### src/rtl/mod_pkg.sv
// Shared definitions for the modulo control unit and its iteration counter.
//   state_e        : control FSM states
//   W_DEF / CW_DEF : default operand and counter widths
//   SEL_A/SEL_ACC  : encodings of the datapath select s
package mod_pkg;

  localparam int unsigned W_DEF  = 32;
  localparam int unsigned CW_DEF = 16;

  localparam logic SEL_A   = 1'b0;
  localparam logic SEL_ACC = 1'b1;

  typedef enum logic [2:0] {
    StIdle,
    StCheck0,
    StSub0,
    StLoop,
    StDone
  } state_e;

endpackage

### src/rtl/mod_iter_cnt.sv
// Saturating iteration counter for the modulo control unit.
//   CLK    : clock, rising edge
//   RST    : synchronous active-high reset
//   clr    : clear to zero (has priority over inc)
//   inc    : increment by one, holding at all-ones
//   cnt    : current count
//   at_max : cnt equals MAX_ITER
module mod_iter_cnt #(
  parameter int unsigned    CW       = 16,
  parameter logic [CW-1:0]  MAX_ITER = '1
) (
  input  logic          CLK,
  input  logic          RST,
  input  logic          clr,
  input  logic          inc,
  output logic [CW-1:0] cnt,
  output logic          at_max
);

  logic [CW-1:0] cnt_d, cnt_q;

  always_comb begin
    cnt_d = cnt_q;
    if (clr) begin
      cnt_d = '0;
    end else if (inc && (cnt_q != '1)) begin
      cnt_d = cnt_q + CW'(1);
    end
  end

  always_ff @(posedge CLK) begin
    if (RST) begin
      cnt_q <= '0;
    end else begin
      cnt_q <= cnt_d;
    end
  end

  assign cnt    = cnt_q;
  assign at_max = (cnt_q == MAX_ITER);

endmodule

### src/rtl/mod_cu.sv
// Control unit sequencing the repeated-subtraction modulo datapath (mod_dp) to
// compute a mod b. Operands are captured on an accepted start and held on the
// datapath inputs until the next accepted start.
//
// Build option: define MOD_CU_TIMEOUT_EN to abort the loop with err=1 once
// iter_cnt reaches MAX_ITER while the accumulator is still >= b.
//
// Ports:
//   CLK, RST       : clock (rising edge), synchronous active-high reset
//   start          : request, sampled only while idle
//   a_in, b_in     : dividend / divisor, captured on accepted start
//   x              : datapath status, selected operand < b
//   a_out, b_out   : registered operands to datapath inputs a / b
//   s, we          : datapath select and accumulator write-enable
//   bypass         : result is a_out rather than the accumulator
//   busy, done     : operation in flight / one-cycle completion pulse
//   err            : divide-by-zero (or loop timeout), valid with done
//   iter_cnt       : number of subtractions performed
module mod_cu
  import mod_pkg::*;
#(
  parameter int unsigned   W        = W_DEF,
  parameter int unsigned   CW       = CW_DEF,
  parameter logic [CW-1:0] MAX_ITER = '1
) (
  input  logic          CLK,
  input  logic          RST,
  input  logic          start,
  input  logic [W-1:0]  a_in,
  input  logic [W-1:0]  b_in,
  input  logic          x,
  output logic [W-1:0]  a_out,
  output logic [W-1:0]  b_out,
  output logic          s,
  output logic          we,
  output logic          bypass,
  output logic          busy,
  output logic          done,
  output logic          err,
  output logic [CW-1:0] iter_cnt
);

`ifdef MOD_CU_TIMEOUT_EN
  localparam bit TimeoutEn = 1'b1;
`else
  localparam bit TimeoutEn = 1'b0;
`endif

  state_e         state_q;
  logic [W-1:0]   a_q, b_q;
  logic           s_q, bypass_q, busy_q, done_q, err_q;
  logic           cnt_clr, cnt_inc, cnt_at_max;
  logic           timeout;
  logic           we_c;

  assign timeout = TimeoutEn && (state_q == StLoop) && !x && cnt_at_max;

  // we must react to x in the same cycle: in LOOP, x describes the current
  // accumulator, and the subtraction has to land on this very edge.
  always_comb begin
    we_c = 1'b0;
    if (state_q == StSub0) begin
      we_c = 1'b1;
    end else if ((state_q == StLoop) && !x && !timeout) begin
      we_c = 1'b1;
    end
  end

  assign cnt_clr = (state_q == StIdle) && start;
  assign cnt_inc = we_c;

  mod_iter_cnt #(
    .CW       (CW),
    .MAX_ITER (MAX_ITER)
  ) u_iter_cnt (
    .CLK    (CLK),
    .RST    (RST),
    .clr    (cnt_clr),
    .inc    (cnt_inc),
    .cnt    (iter_cnt),
    .at_max (cnt_at_max)
  );

  always_ff @(posedge CLK) begin
    if (RST) begin
      state_q  <= StIdle;
      a_q      <= '0;
      b_q      <= '0;
      s_q      <= SEL_A;
      bypass_q <= 1'b0;
      busy_q   <= 1'b0;
      done_q   <= 1'b0;
      err_q    <= 1'b0;
    end else begin
      done_q <= 1'b0;
      unique case (state_q)
        StIdle: begin
          if (start) begin
            a_q      <= a_in;
            b_q      <= b_in;
            err_q    <= 1'b0;
            bypass_q <= 1'b0;
            busy_q   <= 1'b1;
            s_q      <= SEL_A;
            if (b_in == '0) begin
              err_q   <= 1'b1;
              done_q  <= 1'b1;
              state_q <= StDone;
            end else begin
              state_q <= StCheck0;
            end
          end
        end
        StCheck0: begin
          // x compares a_out against b here
          if (x) begin
            bypass_q <= 1'b1;
            done_q   <= 1'b1;
            state_q  <= StDone;
          end else begin
            state_q <= StSub0;
          end
        end
        StSub0: begin
          s_q     <= SEL_ACC;
          state_q <= StLoop;
        end
        StLoop: begin
          if (timeout) begin
            err_q   <= 1'b1;
            s_q     <= SEL_A;
            done_q  <= 1'b1;
            state_q <= StDone;
          end else if (x) begin
            s_q     <= SEL_A;
            done_q  <= 1'b1;
            state_q <= StDone;
          end
        end
        StDone: begin
          busy_q  <= 1'b0;
          state_q <= StIdle;
        end
        default: begin
          state_q <= StIdle;
        end
      endcase
    end
  end

  assign a_out  = a_q;
  assign b_out  = b_q;
  assign s      = s_q;
  assign we     = we_c;
  assign bypass = bypass_q;
  assign busy   = busy_q;
  assign done   = done_q;
  assign err    = err_q;

endmodule

### config.mk
export PLATFORM = sky130hd
export DESIGN_NAME = mod_cu
export DESIGN_NICKNAME = d
export VERILOG_FILES = /design/src/rtl/mod_pkg.sv /design/src/rtl/mod_iter_cnt.sv /design/src/rtl/mod_cu.sv
export SDC_FILE = /design/constraint.sdc
export NUM_CORES = 1
export LEC_CHECK = 0
export CORE_MARGIN = 3
export CORE_UTILIZATION = 42
export DETAILED_ROUTE_END_ITERATION = 16
export GPL_TIMING_DRIVEN = 0
export PLACE_DENSITY = 0.8
export SYNTH_ARGS = -nofsm -noshare
export SYNTH_HDL_FRONTEND = slang
export SYNTH_SLANG_ARGS = --single-unit
export TNS_END_PERCENT = 100
### constraint.sdc
create_clock -name CLK -period 2.1 [get_ports CLK]
set_clock_uncertainty 0.1 [all_clocks]
set_input_delay 0.315 -clock CLK [delete_from_list [all_inputs] [get_ports CLK]]
set_output_delay 0.315 -clock CLK [all_outputs]
set_load 0.05 [all_outputs]
== Word level (Yosys, flattened, before mapping) ==
Cells that the tools add are included.
Word-level totals
  bits in registers: 88
  input port bits: 68
  output and inout port bits: 86
  logic and storage cells: 52
Cells by class
  add/subtract/negate cells: 1
  equal/unequal tests: 8
  multiplexer cells: 18
  reductions and logical operators: 16
Operators by type and width (number)
  $logic_not A32 Y1: 1
  $add A16 B1 Y16 const B: 1
  $ne A16 B16 Y1 const B: 1
  $mux W3: 4
  $pmux W3 S4: 1
  $mux W1: 9
  $eq A3 B2 Y1 const B: 2
  $ne A2 B2 Y1 const B: 3
  $pmux W1 S2: 3
  $reduce_and A2 Y1: 3
  $reduce_and A3 Y1: 2
  $reduce_bool A2 Y1: 2
  $reduce_or A2 Y1: 2
  $eq A3 B1 Y1 const B: 1
  $eq A3 B3 Y1 const B: 1
  $logic_and A1 B1 Y1: 3
  $logic_not A3 Y1: 1
  $pmux W1 S3: 1
  $reduce_bool A3 Y1: 1
  $logic_not A1 Y1: 1

== Logic depth before layout (Yosys ltp) ==
Gate-level depths: netlist (run 1).
  depth after elaboration: 5
  gate-level depth with buffers: 7
  mapped depth without buffers: 5

== Modules after synthesis ==
A second synthesis (run 1) with hierarchy kept.
Second synthesis, totals
  cells, all modules: 425
  area, all modules: 3852.4 sq um
By module, submodules not included
  mod_cu: instances 1, cells each 328, area each 3021.6 sq um, seq. area each 1441.4 sq um
  mod_iter_cnt: instances 1, cells each 97, area each 830.8 sq um, seq. area each 320.3 sq um

== Worst setup path after synthesis (run 1) ==
OpenSTA, ideal clock, no wires.
  path type: register -> register
  from: register u_iter_cnt.cnt_q[2], in the netlist u_iter_cnt.cnt[2]
  to: register u_iter_cnt.cnt_q[7], in the netlist u_iter_cnt.cnt[7]
  setup time: 0.070 ns
  data arrival time: 2.031 ns
  data required time: 1.930 ns
  slack: -0.101 ns
  stages on the path, launching flop included: 5
  buffers on the path: 0
  clock period less this slack: 2.201 ns
  cell sequence: dfxtp_1 nand3_1 or4_4 or4_1 a21oi_1
On the way
  cells in the longest elaborated chain, start to end: 2
  elaborated cells between the ends (all ways): 3
  classes of those cells: 1 x add/sub; 1 x eq/ne; 1 x reduce/logical
RTL lines
  from (decl): line mod_iter_cnt.sv:20  | logic [CW-1:0] cnt_d, cnt_q;
  from (signal assigned): line mod_iter_cnt.sv:35  | cnt_q <= cnt_d;
  branches (longest 2 deep; another with $add A16 B1 Y16)
Parallel ways; which one is timed is not known.
A chain may end at the register's enable or synchronous reset.

== Worst setup path in the final report (run 1) ==
  from: register u_iter_cnt.cnt_q[9], in the netlist u_iter_cnt.cnt[9]
  to: output port iter_cnt[9]
RTL lines
  to (decl): line mod_cu.sv:40  | output logic [CW-1:0] iter_cnt
No word-level cell between the ends.

==> results of run 1 <==
cell usage after synthesis:
cell        n  area (um^2)
a21bo_1     1         10.0
clkbuf_1   16         60.1
a21oi_1    79          395
nand4_1     6         37.5
o31ai_1     3         22.5
buf_6       2         22.5
and3b_1     1         8.76
dfxtp_1    88         1760
o21ai_0     7         35.0
o41ai_1     2         17.5
ha_1        1         12.5
a31oi_1     1         6.26
o21a_1      1         7.51
or4_1       5         37.5
inv_1       4         15.0
or4_4       1         11.3
and2_1      1         6.26
or3_1       8         50.1
o31a_1      1         8.76
nor2_1      7         26.3
nor2b_1     1         6.26
a21boi_0    2         15.0
mux2i_1     5         50.1
a211oi_1    1         7.51
nor4b_1     2         17.5
nor3_1      2         10.0
nand2_1   143          537
nand3_1     9         45.0
clkbuf_8    1         13.8
nand3b_1    1         7.51
or2_2       3         18.8
or3_2       2         15.0
buf_2       7         35.0
nor4_1     18          113
and4_1      1         8.76
stage by stage:
step                hold slack (ns)  setup WS (ns)  setup TNS [ns]
floorplan                     0.351         0.0851               0
global placement              0.342         -0.635          -43.96
detailed placement            0.346         -0.613          -42.02
CTS                           0.358         0.0257               0
global route                  0.265        0.00128               0
finish                        0.263         0.0429               0
worst paths after layout:
path,slack [ns],cells after the start,endpoint
worst min-delay path,0.26,3,state_q[2]
worst max-delay path,0.04,1,iter_cnt[9]
worst max register to register,0.07,5,u_iter_cnt.cnt[7]
worst min register to register,0.36,2,a_out[11]
report_power, final:
| part | leakage, nW | switching, mW | internal [mW] |
|---|---|---|---|
| registers | 0.722 | 0.0546 | 1.77 |
| clock network | 0.109 | 0.619 | 0.707 |
| logic | 1.08 | 0.641 | 0.378 |
registers in the layout (all words and copies together), names as in the netlist:
name / count
a_out: 32
done: 1
b_out: 32
s: 1
busy: 1
u_iter_cnt.cnt: 16
state_q: 3
bypass: 1
err: 1
cells in the final DEF (no fill, tap or decap), drive strengths merged, types with 2 or more instances in the layout:
cell / Yosys / routed
o41ai: 2 / 2
bufinv: 0 / 2
nand3: 9 / 9
nor2: 7 / 7
a21oi: 79 / 79
buf: 9 / 10
or3: 10 / 10
nor4b: 2 / 2
or2: 3 / 3
nand4: 6 / 6
dfxtp: 88 / 88
o21ai: 7 / 7
nor3: 2 / 2
inv: 4 / 4
clkbuf: 17 / 27
a21boi: 2 / 2
or4: 6 / 6
clkdlybuf4s50: 0 / 149
mux2i: 5 / 5
nand2: 143 / 143
o31ai: 3 / 3
dlymetal6s2s: 0 / 3
clkinv: 0 / 2
nor4: 18 / 18
clkinvlp: 0 / 2
area by class of cell:
cell class	count	area, um^2
Timing Repair Buffer	153	1530
Fill cell	643	2470
Buffer	26	133
Tap cell	102	128
Inverter	4	15.0
Multi-Input combinational cell	315	1570
Clock inverter	6	92.6
Sequential cell	88	1770
Clock buffer	10	138
cells by family (layout without fill, tap and decap cells):
| family | Yosys count | count (layout) | synth area share (%) |
|---|---|---|---|
| AOI/OAI and AO/OA | 98 | 98 | 15.2 |
| and+or+nand+nor | 211 | 211 | 27.7 |
| muxes | 5 | 5 | 1.45 |
| DFF | 88 | 88 | 51.0 |
| adders and majority gates | 1 | 1 | 0.362 |
| buffers and inverters | 30 | 199 | 4.24 |
per-layer routing:
metal | up-vias | part of all wire (%)
li1 | 1822 | -
met1 | 1662 | 41
met2 | 140 | 49
met3 | 27 | 6.4
met4 | 0 | 3.5
met5 | - | 0
repair_timing:
action,4_1_cts,5_1_grt
pin swaps,0,0
setup endpoints to repair,62,72
gates resized for setup,6,10
==> results.json, run 1 <==
{
  "via_count": 3651,
  "viasPerCell": 5.19,
  "startpoint": "u_iter_cnt.cnt[9]",
  "use_met1_pct": 25.7,
  "ys_warn_count": 0,
  "vdd_drop_max_uv": 465,
  "drc": 0,
  "routedWlPerCell_um": 14.5,
  "dpl.hpwl_mm": 7.59,
  "hold_viol": 0,
  "maxSlewHeadroom_pct": 59.0,
  "seq_area_frac_synth_pct": 51.0,
  "nets": 666,
  "track_usage_pct": 21.8,
  "synth_cell_types": 35,
  "numCtsBuffers": 9,
  "cp_cell_sequence": "clkdlybuf4s50_1",
  "met3_usage_pct": 4.90,
  "end_kind": "output pin",
  "synthCells": 433,
  "grt_pass1_vias": 3541,
  "crit_family": "buffers and inverters",
  "max_freq_mhz": 486,
  "synthesis.nets": 502,
  "place_inst": 688,
  "layout.cells.non_filler": 704,
  "h-tree-depth": 3,
  "clock_path_buffers": 2,
  "worstMarginPinSlew_ns": 0.610,
  "fin_crit_ns": 2.06,
  "power_leakage_nw": 1.91,
  "cp.required_ns": 1.68,
  "postLayoutCoreUtil_pct": 68.6,
  "grt.met2_usage_pct": 37.0,
  "worstHoldStart": "x",
  "hold_class": "primary input to register",
  "p_per_area_nw_per_um2": 775,
  "r2r_start": "state_q[0]",
  "post_cts_buffers": 0,
  "netlist_area_um2": 3450,
  "worstSetupStartpointType": "register",
  "dpl-instance-area_um2": 5120,
  "slowest_stage": "clkdlybuf4s50_1",
  "die_x_um": 96.7,
  "slowest_delay_ns": 0.85,
  "root_buffer": "clkbuf_8",
  "gp_congestion": 0.834,
  "fin_area_um2": 5380,
  "first_pass_iters": 4,
  "rsz0062_at_grt": "false",
  "min_period_over_period_pct": 98.0,
  "slew_violations": 0,
  "cts_sinks": 88,
  "grt_overflow": 0,
  "detail_route.iter0.violations": 133,
  "crit_type": "register to output pin",
  "drive_gt1_share_pct": 7.48,
  "antenna_found_initial": 0,
  "gr-max-usage-layer": "met2",
  "wl_mm": 10.2,
  "status": "completed",
  "clkLatencyLatePin_ns": 0.35,
  "start_util_pct": 44.0,
  "ant_nets": 0,
  "cp.arrival_ns": 1.64,
  "die_area_um2": 9340,
  "finalSetupViolCount": 0,
  "boundaryPins": 154,
  "cp_max_fo": 7,
  "syn_avg_cell_area_um2": 7.97,
  "maxCapViolCount": 0,
  "io_buffers": 153,
  "clk_pin_slew_ns": 0.08,
  "grt_max_degree": 16,
  "power_mw": 4.17,
  "coreArea_um2": 7850,
  "antennaDiodeCount": 0,
  "cts_tree": "built",
  "synth_seq_cells": 88,
  "grt_pass1_wl_mm": 16.9,
  "std_cell_rows": 32,
  "cp_num_buf_inv": 1,
  "cts_hold_buf": 0,
  "syn_to_final_growth_pct": 55.9,
  "die_y_um": 96.7
}
No activity file was read; power rests on OpenSTA's default activity.
==> inputs of run 2 (changes only) <==
--- a/config.mk
+++ b/config.mk
@@ -5,11 +5,13 @@
 export SDC_FILE = /design/constraint.sdc
 export NUM_CORES = 1
 export LEC_CHECK = 0
+export CELL_PAD_IN_SITES_DETAIL_PLACEMENT = 0
+export CELL_PAD_IN_SITES_GLOBAL_PLACEMENT = 1
 export CORE_MARGIN = 3
-export CORE_UTILIZATION = 42
+export CORE_UTILIZATION = 29
 export DETAILED_ROUTE_END_ITERATION = 16
 export GPL_TIMING_DRIVEN = 0
-export PLACE_DENSITY = 0.8
+export PLACE_DENSITY = 0.79
 export SYNTH_ARGS = -nofsm -noshare
 export SYNTH_HDL_FRONTEND = slang
 export SYNTH_SLANG_ARGS = --single-unit
==> constraint.sdc (replaced) <==
create_clock -name CLK -period 2.1 [get_ports CLK]
set_clock_uncertainty 0.1 [all_clocks]
set_input_delay 0.315 -clock CLK [delete_from_list [all_inputs] [get_ports CLK]]
set_output_delay 0.315 -clock CLK [all_outputs]
set_load 0.01 [all_outputs]
==> run 2 against run 1 <==
Core utilization fell by 20 points. Largest power group unchanged. Critical path depth rose by 3. First-iteration DRC count rose by 23%. Count of clock-buffer cells in the layout did not move. Largest cell class unchanged.
==> results.json, run 2 (synthesis gave the netlist of run 1 again) <==
{
  "finalSetupViolCount": 0,
  "end_kind": "register",
  "clock_path_buffers": 2,
  "ant_nets": 0,
  "dp_slack_ns": -0.746,
  "power.internal_mw": 3.31,
  "power_leakage_nw": 1.92,
  "cp_max_fo": 8,
  "antennaDiodeCount": 0,
  "via_count": 3553,
  "fin_ws_ns": 0.0976,
  "die_area_um2": 13200,
  "io_buffers": 153,
  "std_cell_rows": 39,
  "cp.required_ns": 2.27,
  "hold_class": "register to register",
  "gp_congestion": 0.800,
  "cts_sinks": 88,
  "p_per_area_nw_per_um2": 788,
  "clkLatencyLatePin_ns": 0.33,
  "coreArea_um2": 11500,
  "min_period_over_period_pct": 95.4,
  "worstMarginPinSlew_ns": 0.581,
  "p_sw_share_pct": 24.1,
  "nets": 666,
  "track_usage_pct": 15.7,
  "boundaryPins": 154,
  "routedWlPerCell_um": 14.3,
  "first_pass_iters": 4,
  "power_mw": 4.36,
  "post_cts_buffers": 0,
  "worstSetupStartpointType": "register",
  "die_x_um": 115,
  "antenna_found_initial": 0,
  "drive_gt1_share_pct": 6.64,
  "setup_tns_ns": 0,
  "fin_crit_ns": 2.00,
  "detail_route.iter0.violations": 164,
  "status": "completed",
  "switchingPower_mw": 1.05,
  "maxSlewHeadroom_pct": 60.9,
  "syn_to_final_growth_pct": 60.4,
  "hold_viol": 0,
  "crit_type": "register to register",
  "wl_mm": 10.6,
  "rrSetupSlack_ns": 0.1,
  "cp.arrival_ns": 2.18,
  "grt_max_degree": 15,
  "pwr-share-comb_pct": 16.6,
  "dpl.hpwl_mm": 7.96,
  "power_frac_seq_pct": 41.8,
  "final_cell_mix": "151 x clkdlybuf4s50_1, 142 x nand2_1, 87 x dfxtp_1",
  "pwr-share-clk_pct": 41.6,
  "clk_pin_slew_ns": 0.06,
  "numCtsBuffers": 9,
  "maxCapViolCount": 0,
  "grt_pass1_wl_mm": 16.4,
  "drc": 0,
  "whs_ns": 0.352,
  "final_common_cell": "clkdlybuf4s50_1",
  "grt_overflow": 0,
  "n_fill_cell": 1173,
  "cts_tree": "built",
  "die_y_um": 115,
  "root_buffer": "clkbuf_16",
  "cts_hold_buf": 0,
  "h-tree-depth": 3,
  "viasPerCell": 4.77,
  "vdd_drop_max_uv": 296,
  "max_freq_mhz": 499,
  "start_util_pct": 30.0,
  "grt_pass1_vias": 3374,
  "slew_violations": 0
}
==> run 2: worst paths after layout <==
kind | from | endpoint | cells after the start
max | u_iter_cnt.cnt[2] | u_iter_cnt.cnt[7] | 4
min | b_out[20] | b_out[20] | 2
max reg2reg | u_iter_cnt.cnt[2] | u_iter_cnt.cnt[7] | 4
min reg2reg | b_out[20] | b_out[20] | 2
==> run 2: final cells by class <==
type / count / area, um^2 / area share (%)
plain buffers: 26 / 133 / 2.40
multi-input cells: 315 / 1580 / 28.6
clock buffers: 10 / 229 / 4.14
well taps: 143 / 179 / 3.23
flip-flops and latches: 88 / 1760 / 31.8
clock inverters: 6 / 108 / 1.94
repair buffers: 153 / 1530 / 27.6
inverters: 4 / 15.0 / 0.271
==> run 2: repair_timing <==
action                     in CTS  in global routing
setup endpoints to repair      73                 56
gates resized for setup         8                  6
pin swaps                       1                  2
==> run 2: per-stage QoR <==
step,instance area [um^2],utilization (%),instances
global placement,5160,44.8,729
CTS,5520,47.9,745
global route,5540,48.1,745
detailed placement,5160,44.8,729
floorplan,3450,-,433
finish,5540,48.1,745
==> run 2: power groups by stage <==
| stage | sequential (mW) | combinational (mW) | clock, mW |
|---|---|---|---|
| after CTS | 1.83 | 0.733 | 1.87 |
| after detailed placement | 1.86 | 0.726 | 0 |
| after global routing | 1.84 | 0.796 | 1.92 |
| after global placement | 1.86 | 0.719 | 0 |
| after floorplan | 1.90 | 0.261 | 0 |
| final | 1.83 | 0.723 | 1.81 |
==> run 2: worst max-delay path: stages (launching register included) <==
cell and delay (ns):
dfxtp_1 0.46, nand3_1 0.19, or4_4 0.55, or4_1 0.52, a21oi_2 0.12
==> run 2: metal layers <==
layer | up-vias | GRT usage [%] | wire [um]
met5 | - | 0 | 0
met1 | 1609 | 20.0 | 4680
met3 | 16 | 4.16 | 656
li1 | 1823 | - | -
met2 | 105 | 24.6 | 5020
met4 | 0 | 7.59 | 260
